--- src/rtl/exec_wb_stage.sv ---
// exec_wb_stage
//   Execute-to-writeback pipeline stage. It is a two-entry elastic buffer
//   (main + skid) between the ALU and register-file writeback. It also
//   owns the architectural C/V/Z flags, the PC redirect for taken DJ jumps
//   and a forwarding tap on the oldest pending register write.
//
//   Entries leave in strict FIFO order. ex_ready is registered and never
//   looks at wb_ready in the same cycle.
//
// Ports
//   clk, reset        : clock (rising edge), asynchronous active-high reset
//   ex_valid/ex_ready : upstream handshake from the ALU stage
//   ex_dout           : ALU result
//   ex_cout/ex_vout   : ALU carry / overflow
//   ex_djtaken        : decrement-jump condition taken
//   ex_rdest/ex_wen   : destination register and its write enable
//   ex_flag_we        : instruction updates C/V/Z
//   ex_is_dj          : instruction is a DJ-class jump
//   ex_target         : jump target address
//   wb_valid/wb_ready : downstream handshake to writeback
//   wb_data/wb_rdest/wb_wen : writeback payload (from the main entry)
//   cflag/vflag/zflag : architectural flags
//   redirect_valid/redirect_pc : one-cycle PC redirect after a taken DJ jump
//   fwd_valid/fwd_rdest/fwd_data : forwarding of the oldest pending write
module exec_wb_stage #(
  parameter int DW = 32,
  parameter int AW = 24,
  parameter int RW = 4
) (
  input  logic          clk,
  input  logic          reset,
  input  logic          ex_valid,
  output logic          ex_ready,
  input  logic [DW-1:0] ex_dout,
  input  logic          ex_cout,
  input  logic          ex_vout,
  input  logic          ex_djtaken,
  input  logic [RW-1:0] ex_rdest,
  input  logic          ex_wen,
  input  logic          ex_flag_we,
  input  logic          ex_is_dj,
  input  logic [AW-1:0] ex_target,
  output logic          wb_valid,
  input  logic          wb_ready,
  output logic [DW-1:0] wb_data,
  output logic [RW-1:0] wb_rdest,
  output logic          wb_wen,
  output logic          cflag,
  output logic          vflag,
  output logic          zflag,
  output logic          redirect_valid,
  output logic [AW-1:0] redirect_pc,
  output logic          fwd_valid,
  output logic [RW-1:0] fwd_rdest,
  output logic [DW-1:0] fwd_data
);

  typedef enum logic [1:0] {
    ST_EMPTY = 2'd0,
    ST_ONE   = 2'd1,
    ST_FULL  = 2'd2
  } state_e;

  typedef struct packed {
    logic [DW-1:0] data;
    logic [RW-1:0] rdest;
    logic          wen;
  } entry_t;

  state_e        state_q, state_d;
  entry_t        m_q, m_d;
  entry_t        s_q, s_d;
  entry_t        new_s;
  logic          ex_ready_q, ex_ready_d;
  logic          cflag_q, cflag_d;
  logic          vflag_q, vflag_d;
  logic          zflag_q, zflag_d;
  logic          redir_q, redir_d;
  logic [AW-1:0] redir_pc_q, redir_pc_d;

  logic accept_s;
  logic store_s;
  logic pop_s;
  logic m_valid_s;

  assign m_valid_s = (state_q != ST_EMPTY);
  assign accept_s  = ex_valid & ex_ready_q;
  // Anything accepted in the redirect shadow is discarded outright.
  assign store_s   = accept_s & ~redir_q;
  assign pop_s     = m_valid_s & wb_ready;

  assign new_s.data  = ex_dout;
  assign new_s.rdest = ex_rdest;
  assign new_s.wen   = ex_wen;

  // Occupancy next-state and entry movement between main and skid slots.
  always_comb begin
    state_d = state_q;
    m_d     = m_q;
    s_d     = s_q;
    case (state_q)
      ST_EMPTY: begin
        if (store_s) begin
          m_d     = new_s;
          state_d = ST_ONE;
        end else begin
          state_d = ST_EMPTY;
        end
      end
      ST_ONE: begin
        if (store_s && pop_s) begin
          // Main drains and refills on the same edge: occupancy unchanged.
          m_d     = new_s;
          state_d = ST_ONE;
        end else if (store_s) begin
          s_d     = new_s;
          state_d = ST_FULL;
        end else if (pop_s) begin
          state_d = ST_EMPTY;
        end else begin
          state_d = ST_ONE;
        end
      end
      ST_FULL: begin
        // ex_ready is low here, so no store can coincide with the pop.
        if (pop_s) begin
          m_d     = s_q;
          state_d = ST_ONE;
        end else begin
          state_d = ST_FULL;
        end
      end
      default: begin
        state_d = ST_EMPTY;
      end
    endcase
    ex_ready_d = (state_d != ST_FULL);
  end

  // Flag update and redirect generation, both qualified by a real store.
  always_comb begin
    cflag_d    = cflag_q;
    vflag_d    = vflag_q;
    zflag_d    = zflag_q;
    redir_pc_d = redir_pc_q;
    if (store_s && ex_flag_we) begin
      cflag_d = ex_cout;
      vflag_d = ex_vout;
      zflag_d = (ex_dout == {DW{1'b0}});
    end else begin
      cflag_d = cflag_q;
    end
    redir_d = store_s & ex_is_dj & ex_djtaken;
    if (redir_d) begin
      redir_pc_d = ex_target;
    end else begin
      redir_pc_d = redir_pc_q;
    end
  end

  // State, payload, flag and redirect registers.
  always_ff @(posedge clk or posedge reset) begin
    if (reset) begin
      state_q    <= ST_EMPTY;
      m_q        <= '{data: {DW{1'b0}}, rdest: {RW{1'b0}}, wen: 1'b0};
      s_q        <= '{data: {DW{1'b0}}, rdest: {RW{1'b0}}, wen: 1'b0};
      ex_ready_q <= 1'b0;
      cflag_q    <= 1'b0;
      vflag_q    <= 1'b0;
      zflag_q    <= 1'b0;
      redir_q    <= 1'b0;
      redir_pc_q <= {AW{1'b0}};
    end else begin
      state_q    <= state_d;
      m_q        <= m_d;
      s_q        <= s_d;
      ex_ready_q <= ex_ready_d;
      cflag_q    <= cflag_d;
      vflag_q    <= vflag_d;
      zflag_q    <= zflag_d;
      redir_q    <= redir_d;
      redir_pc_q <= redir_pc_d;
    end
  end

  assign ex_ready       = ex_ready_q;
  assign wb_valid       = m_valid_s;
  assign wb_data        = m_q.data;
  assign wb_rdest       = m_q.rdest;
  assign wb_wen         = m_q.wen;
  assign cflag          = cflag_q;
  assign vflag          = vflag_q;
  assign zflag          = zflag_q;
  assign redirect_valid = redir_q;
  assign redirect_pc    = redir_pc_q;
  assign fwd_valid      = m_valid_s & m_q.wen;
  assign fwd_rdest      = m_q.rdest;
  assign fwd_data       = m_q.data;

endmodule

--- config.mk ---
export PLATFORM = sky130hd
export DESIGN_NAME = exec_wb_stage
export DESIGN_NICKNAME = d
export VERILOG_FILES = /design/src/rtl/exec_wb_stage.sv
export SDC_FILE = /design/constraint.sdc
export NUM_CORES = 1
export LEC_CHECK = 0
export ABC_AREA = 1
export BUFFER_PORTS_ARGS = -buffer_cell sky130_fd_sc_hd__buf_2
export CAP_MARGIN = 20
export CORE_MARGIN = 8
export CORE_UTILIZATION = 45
export CTS_BUF_LIST = sky130_fd_sc_hd__clkbuf_8
export DETAILED_ROUTE_END_ITERATION = 8
export PLACE_DENSITY = 0.85
export REMOVE_ABC_BUFFERS = 1
export SYNTH_ARGS = -nofsm -noshare
export SYNTH_HDL_FRONTEND = slang
export SYNTH_SLANG_ARGS = --single-unit
--- constraint.sdc ---
create_clock -name clk -period 9.26 [get_ports clk]
set_clock_uncertainty 0.15 [all_clocks]
set_input_delay 0.926 -clock clk [delete_from_list [all_inputs] [get_ports clk]]
set_output_delay 0.926 -clock clk [all_outputs]
set_load 0.005 [all_outputs]
* Yosys cells after proc, flatten, opt, wreduce, memory -nomap -nowiden
Index checks and enable logic that the tools add are counted. W data, S select, Z words.
Storage, ports and cells: bits in registers 105, output and inout bits 104, word-level logic and storage cells 45
Operators by class: equality and inequality tests 6, muxes and demuxes 10, bitwise gates (word level) 8, reductions and logical operators 8
Operator list (number):
- $mux W37 | 3
- $pmux W37 S3 | 1
- $logic_not A32 Y1 | 1
- $ne A2 B2 Y1 const B | 4
- $and A1 B1 Y1 | 6
- $mux W2 | 3
- $pmux W2 S3 | 1
- $reduce_and A4 Y1 | 1
- $reduce_and A3 Y1 | 1
- $reduce_bool A3 Y1 | 1
- $eq A2 B1 Y1 const B | 1
- $eq A2 B2 Y1 const B | 1
- $logic_and A1 B1 Y1 | 2
- $logic_not A2 Y1 | 1
- $mux W1 | 2
- $not A1 Y1 | 2
- $reduce_bool A2 Y1 | 1

* Longest topological paths before layout
Gate-level depths: netlist of run 1.
depth after elaboration 7, gate-level depth with buffers 11

* Worst setup path before layout of run 1
Ideal clock, no wire load.
path type in2reg, start in ex_valid, end reg m_q, in the netlist fwd_data[10], library setup time 121 ps, arrival time 1942 ps, setup slack 7047 ps, stages 10, path buffers 2, cell sequence nand3_1 inv_1 ha_1 a21oi_1 nor2_1 nand2_1 buf_6 buf_4 nand2_1 o21ai_2
On the way: cells in the longest elaborated chain, start to end 5
Ends and longest elaborated chain:
- from (decl) | RTL line 32 | input logic ex_valid,
- $and A1 B1 Y1 (*) | RTL line 87 | assign accept_s = ex_valid & ex_ready_q;
- $and A1 B1 Y1 (*) | RTL line 89 | assign store_s = accept_s & ~redir_q;
- $logic_and A1 B1 Y1 | RTL line 111 | if (store_s && pop_s) begin
- $ne A2 B2 Y1 (no source line)
- $reduce_and A4 Y1 (no source line) (*)
- to (signal assigned) | RTL line 165 | m_q <= '{data: {DW{1'b0}}, rdest: {RW{1'b0}}, wen: 1'b0};
- to (signal assigned) | RTL line 175 | m_q <= m_d;
- to (decl) | RTL line 71 | entry_t m_q, m_d;
Every way passes the cells marked *; elsewhere a longest branch is shown, timed or not. A chain may end at the register's enable or synchronous reset.

* Worst setup path after layout of run 1
start in ex_valid, end reg m_q, in the netlist fwd_data[14]
The elaborated chain is that of the path after synthesis.

==> results.py, run 1 <==
metrics = {
    "global_routing": {
        "overflow": 0,
        "grt_pass1_wl_mm": 18.6,
        "first_global_vias": 3899,
        "grtUsageTotal_pct": 15.8,
        "antenna_found_initial": 0,
        "grt_max_degree": 82,
    },
    "routing": {
        "vias_per_cell": 4.70,
        "first_pass_iters": 5,
        "wl_mm": 11.2,
        "drt_iter0_drc": 263,
        "num_vias": 3927,
        "wl_per_cell_microns": 13.4,
        "drcViolationCount": 0,
        "drtAntennaViolNets": 0,
    },
    "cts": {
        "hold_buffers": 0,
        "cts_setup_buffers": 0,
        "htree_levels": 3,
        "cts_tree": "built",
        "clk_pin_slew_ns": 0.10,
        "clock-sinks": 105,
        "ctsResizeCount": 0,
        "insertion_delay_ns": 0.36,
        "cts_root_buf": "clkbuf_8",
        "numCtsBuffers": 9,
        "cts_max_path_buffers": 2,
    },
    "sta": {
        "setup_violations": 0,
        "max_freq_mhz": 358,
        "fin_setup_tns_ns": 0,
        "timing.final.crit_period_ns": 2.79,
        "tightest_slew_ns": 0.709,
        "slew_viol_final": 0,
        "slew_headroom_pct": 52.7,
        "rsz0062_at_grt": "no",
        "hold_violations": 0,
        "min_period_over_period_pct": 30.1,
    },
    "synthesis": {
        "synth_seq_cells": 105,
        "synth_compound_area_share_pct": 13.1,
        "ys_seq_area_share_pct": 54.7,
        "syn_avg_cell_area_sq_um": 8.44,
        "synth_warnings": 0,
        "synth_simple_gate_area_share_pct": 18.4,
        "synth_top_family_by_area": "simple AND/OR/NAND/NOR gates",
        "synth_fa_ha_area_share_pct": 0.521,
        "syn-cell-area_sq_um": 4800,
        "syn_inst": 569,
        "synthMuxAreaShare_pct": 0,
        "synth_xor_xnor_area_share_pct": 0,
        "ys_types": 18,
    },
    "floorplan": {
        "start_util_pct": 46.3,
        "die-area_sq_um": 14200,
        "io_pins": 174,
        "fp.dieW_microns": 119,
        "core.rowCount": 37,
        "core-area_sq_um": 10400,
        "die_h_microns": 119,
    },
    "placement": {
        "placed_cell_area_sq_um": 5430,
        "portBuffers": 173,
        "place_inst": 818,
        "hpwl_mm": 8.23,
        "gp_congestion": 0.749,
    },
    "setup_path": {
        "path_max_fanout": 38,
        "worst_setup_path_start_kind": "input port",
        "setup.worst_path.end_class": "flip-flop",
        "cp.arrival_ns": 2.92,
        "reg2regPathDepth": 9,
        "critical_path_class": "input port to flip-flop",
        "crit_required_ns": 9.39,
    },
    "layout": {
        "area_delta_synth_final_pct": 17.6,
        "mostFrequentLayoutCells": "buf_2 (173), nand2_1 (134), dfrtp_1 (105), nor2_1 (85), a21oi_1 (63)",
        "final_common_cell": "buf_2",
        "seqCellArea_sq_um": 2630,
        "multi_input_area_sq_um": 1550,
        "num_antenna_cells": 0,
        "design_area_sq_um": 5650,
        "n_fill_cell": 1019,
        "post-route-util_pct": 54.5,
        "drive_above_1_share_pct": 30.2,
        "nets": 766,
        "instances_no_fill": 835,
    },
    "run": {
        "drv_cap": 0,
    },
    "hold_path": {
        "whs_path_depth": 2,
        "hp-class": "flip-flop to flip-flop",
    },
    "outcome": {
        "status": "finished clean",
    },
    "power_and_ir_drop": {
        "leakagePower_nw": 3.17,
        "powerDensity_nw_per_um2": 317,
        "ir_drop_uv": 155,
        "power_mw": 1.79,
    },
}
## where the power goes
group / leakage, nW / total (mW) / internal, mW / switching, mW
Combinational: 1.82 / 0.746 / 0.308 / 0.438
Clock: 0.0984 / 0.274 / 0.120 / 0.154
Sequential: 1.24 / 0.773 / 0.664 / 0.109
## worst max-delay path, cell delays in order
cell     delay (ns)
buf_2          0.09
nand3_1        0.18
inv_1          0.14
ha_1           0.20
a21oi_1        0.15
nor2_1         0.06
nand2_2        0.46
buf_4          0.48
nand2_1        0.11
o21ai_1        0.09
## cell families (layout without fill, tap and decap cells)
family,count (synthesis),count (layout)
compound gates,118,118
simple gates,230,230
flops,105,105
buf+inv,114,244
fa+ha+maj,2,2
## synth_stat cells
master | instances | area share (%)
dfrtp_1 | 105 | 55
ha_1 | 2 | 0.52
o21ai_2 | 10 | 1.8
buf_2 | 13 | 1.4
nand2_2 | 1 | 0.13
nand3_2 | 1 | 0.21
buf_4 | 40 | 6.3
nor2_1 | 85 | 6.6
o21ai_0 | 24 | 2.5
buf_6 | 6 | 1.4
nand3_1 | 8 | 0.83
inv_1 | 48 | 3.7
clkbuf_1 | 5 | 0.39
inv_2 | 2 | 0.16
nand2_1 | 135 | 11
o21bai_1 | 1 | 0.16
a21oi_1 | 63 | 6.6
o21ai_1 | 20 | 2.1
## path summary, 6_finish.rpt
kind                                      start               to  slack (ns)
worst max-delay path                   ex_valid     fwd_data[14]        6.47
worst max register to register       state_q[0]     fwd_data[14]        6.57
max in group asynchronous                 reset           s_q[1]        7.73
worst min register to register  redirect_pc[16]  redirect_pc[16]        0.34
min in group asynchronous                 reset  redirect_pc[23]        0.36
worst min-delay path            redirect_pc[16]  redirect_pc[16]        0.34
## metal layers
metal  routed length (microns)  global-route usage, %  vias to the layer above
li1                          -                      -                     1985
met1                      4830                   18.8                     1776
met2                      5020                   25.1                      155
met3                      1260                   7.56                       11
met4                       117                   4.29                        0
met5                         0                      0                        -
## sequential cells by signal, indices dropped and copies added (netlist names)
name,cells
s_q,37
fwd_data,32
redirect_pc,24
fwd_rdest,4
state_q,2
cflag,1
ex_ready,1
redirect_valid,1
vflag,1
wb_wen,1
zflag,1
## final cells by class
type / count / share of cell area, %
Tap cell: 136 / 3.01
Inverter: 50 / 3.37
Timing Repair Buffer: 178 / 16.3
Clock inverter: 4 / 0.465
Multi-Input combinational cell: 350 / 27.4
Sequential cell: 105 / 46.5
Clock buffer: 12 / 2.92
## stage by stage
stage                     hold slack [ns]  setup slack, ns
after floorplan                     0.298             5.42
after global placement              0.307             6.14
after detailed placement            0.311             6.07
after CTS                           0.342             6.46
after global routing                0.358             6.25
final                               0.341             6.47
No activity file was read; power rests on OpenSTA's default activity.
==> run 2: changes to the inputs <==
--- a/config.mk
+++ b/config.mk
@@ -5,14 +5,14 @@
 export SDC_FILE = /design/constraint.sdc
 export NUM_CORES = 1
 export LEC_CHECK = 0
-export ABC_AREA = 1
+export ABC_AREA = 0
 export BUFFER_PORTS_ARGS = -buffer_cell sky130_fd_sc_hd__buf_2
 export CAP_MARGIN = 20
 export CORE_MARGIN = 8
 export CORE_UTILIZATION = 45
 export CTS_BUF_LIST = sky130_fd_sc_hd__clkbuf_8
 export DETAILED_ROUTE_END_ITERATION = 8
-export PLACE_DENSITY = 0.85
+export PLACE_DENSITY = 0.87
 export REMOVE_ABC_BUFFERS = 1
 export SYNTH_ARGS = -nofsm -noshare
 export SYNTH_HDL_FRONTEND = slang
==> constraint.sdc (replaced) <==
create_clock -name clk -period 2.4 [get_ports clk]
set_clock_uncertainty 0.15 [all_clocks]
set_input_delay 0.24 -clock clk [delete_from_list [all_inputs] [get_ports clk]]
set_output_delay 0.24 -clock clk [all_outputs]
set_load 0.005 [all_outputs]
==> run 2 against run 1 <==
  * Routed wire length is 7.7% higher
  * Cell count is 20% lower
  * Total power grew to 4.3 times the previous value
  * Worst hold slack worse by 0.32 ns
  * Sequential share of layout area is 6.2 points lower
  * Utilization is 6.1 points higher
  * Largest cell class unchanged
  * Largest power group is now combinational cells
  * Highest routed layer unchanged
==> results.py, run 2 <==
metrics = {
    "outcome": {
        "status": "finished clean",
    },
    "setup_path": {
        "reg2regPathDepth": 8,
        "critical_path_class": "flip-flop to flip-flop",
        "worstPathCellList": "or2_2 > nand2_1 > inv_1 > ha_1 > nand3b_1 > o211ai_4 > buf_12 > mux2_4",
        "crit_required_ns": 2.49,
        "r2r_start": "state_q[0]",
        "cp.arrival_ns": 2.20,
        "critPathBufInv": 2,
        "setup.worst_path.end_class": "flip-flop",
        "cpLargestDelayFamily": "simple AND/OR/NAND/NOR gates",
        "cp_slowest_cell": "dfrtp_1",
        "regToRegEndpoint": "fwd_data[25]",
        "r2r_slack_ns": 0.29,
        "max_stage_delay_ns": 0.43,
        "worst_setup_path_start_kind": "flip-flop",
        "path_max_fanout": 37,
        "cp-startpoint": "state_q[0]",
    },
    "synthesis": {
        "synth_warnings": 0,
        "ys_top_cells_by_count": "dfrtp_1 (105), mux2_2 (99), buf_4 (38), mux2_4 (38), nor4_1 (8)",
        "synth_ff_type": "dfrtp_1",
        "synthMostInstantiatedCell": "dfrtp_1",
        "ys_types": 24,
        "ys_seq_area_share_pct": 53.4,
        "syn_avg_cell_area_sq_um": 15.2,
        "yosys.area.top_type_share_pct": 53.4,
        "ys_top_cells_by_area": "dfrtp_1 (53%), mux2_2 (23%), mux2_4 (12%)",
        "synth_edf_count": 0,
        "async_reset_ff_share_pct": 100,
        "syn_inst": 324,
        "yosysTopAreaCell": "dfrtp_1",
        "syn-cell-area_sq_um": 4920,
        "synth_seq_cells": 105,
    },
    "cts": {
        "clk_pin_slew_ns": 0.09,
        "cts_root_buf": "clkbuf_8",
        "cts_setup_buffers": 0,
        "cts_tree": "built",
        "clock-sinks": 105,
        "numCtsBuffers": 9,
        "htree_levels": 3,
        "insertion_delay_ns": 0.36,
        "cts_max_path_buffers": 2,
    },
    "sta": {
        "hold_violations": 0,
        "min_period_over_period_pct": 87.8,
        "holdWs_ns": 0.0173,
        "slew_headroom_pct": 70.2,
        "max_freq_mhz": 475,
        "tightest_slew_ns": 0.447,
        "setup_violations": 0,
        "rsz0062_at_grt": "no",
        "fin_setup_tns_ns": 0,
        "timing.final.crit_period_ns": 2.11,
        "slew_viol_final": 0,
    },
    "layout": {
        "area_delta_synth_final_pct": 32.2,
        "drive_above_1_share_pct": 63.0,
        "largest_register_ffs": 37,
        "num_antenna_cells": 0,
        "nets": 597,
        "post-route-util_pct": 60.6,
        "regMostFlops": "s_q",
        "mostFrequentLayoutCells": "buf_2 (173), dfrtp_1 (105), mux2_2 (99), dlygate4sd3_1 (61), mux2_4 (38)",
        "final_common_cell": "buf_2",
        "design_area_sq_um": 6510,
    },
    "routing": {
        "vias_per_cell": 4.93,
        "drcViolationCount": 0,
        "m1WireLength_mm": 4.91,
        "highest_layer": "met4",
        "drtAntennaViolNets": 0,
        "num_vias": 3304,
        "drt_iter0_drc": 139,
        "met2WireLength_mm": 6.06,
        "first_pass_iters": 4,
        "wl_met3_microns": 972,
        "wl_mm": 12.1,
        "wl_per_cell_microns": 18.0,
    },
    "power_and_ir_drop": {
        "switching_share_pct": 31.5,
        "p_int_mw": 5.28,
        "seqPwrFrac_pct": 41.0,
        "netSwitchingPower_mw": 2.42,
        "clockPowerShare_pct": 15.2,
        "leakagePower_nw": 3.16,
        "ir_drop_uv": 610,
        "power_mw": 7.70,
        "powerDensity_nw_per_um2": 1180,
        "p_comb_share_pct": 43.8,
    },
    "global_routing": {
        "grt_max_degree": 77,
        "grt_pass1_wl_mm": 19.8,
        "antenna_found_initial": 0,
        "first_global_vias": 3766,
        "grtUsageTotal_pct": 17.0,
        "overflow": 0,
    },
    "floorplan": {
        "die_h_microns": 121,
        "fp.dieW_microns": 121,
        "io_pins": 174,
        "start_util_pct": 45.8,
        "die-area_sq_um": 14500,
        "core.rowCount": 38,
        "core-area_sq_um": 10700,
    },
    "hold_path": {
        "whs_path_depth": 2,
        "hold_path_startpoint": "ex_dout[22]",
        "hp-class": "input port to flip-flop",
        "hold_end": "s_q[27]",
    },
    "placement": {
        "portBuffers": 173,
        "placed_cell_area_sq_um": 5690,
        "hpwl_mm": 8.06,
        "gp_congestion": 0.717,
    },
    "run": {
        "drv_cap": 0,
    },
}
-- run 2: what timing repair did --
item,in CTS,in global routing
endpoints found under the hold margin,89,0
gates resized for setup,0,0
hold buffers,61,0
-- run 2: power by group through the flow --
| stage | Clock [mW] | Sequential (mW) | Combinational [mW] |
|---|---|---|---|
| after global routing | 1.29 | 3.28 | 3.66 |
| after global placement | 0 | 3.10 | 3.21 |
| after detailed placement | 0 | 3.17 | 3.33 |
| final | 1.17 | 3.16 | 3.37 |
| after floorplan | 0 | 3.20 | 1.88 |
| after CTS | 1.21 | 3.15 | 3.41 |
-- run 2: cell type report --
class / instances / area [sq um]
clock buffer: 9 / 124
multi-input combinational: 167 / 1910
clock inverter: 7 / 87.6
fill: 807 / 4240
sequential: 105 / 2630
tap: 140 / 175
inverter: 2 / 10.0
timing repair buffer: 240 / 1570
-- run 2: logic make-up (layout without fill, tap and decap cells) --
kind of cell    after synthesis  in the layout  synth area share [%]
compound gates                6              6                  1.09
fa+ha+maj                     2              2                 0.508
buf+inv                      52            258                  7.80
flops                       105            105                  53.4
mux                         137            137                  34.2
simple gates                 22             22                  3.02
-- run 2: how the worst max path moves through the flow --
stage | end | cells after the start | slack (ns)
6_report | fwd_data[25] | 8 | 0.29
3_5_place_dp | fwd_data[25] | 8 | 0.31
3_3_place_gp | fwd_rdest[1] | 8 | 0.38
5_1_grt | fwd_data[25] | 8 | 0.21
4_1_cts | fwd_data[25] | 8 | 0.28
2_1_floorplan | cflag | 1 | -0.75
-- run 2: metrics by stage --
| stage | setup WS [ns] | std cells |
|---|---|---|
| 3_3_place_gp | 0.377 | 593 |
| 2_1_floorplan | -0.751 | 274 |
| 3_5_place_dp | 0.315 | 593 |
| 5_1_grt | 0.215 | 670 |
| 4_1_cts | 0.285 | 670 |
| 6_report | 0.294 | 670 |
-- run 2: per-layer routing --
metal	vias up	track usage, %
met5	-	0
met4	0	5.39
met3	10	5.50
met2	122	29.4
met1	1656	19.5
li1	1516	-
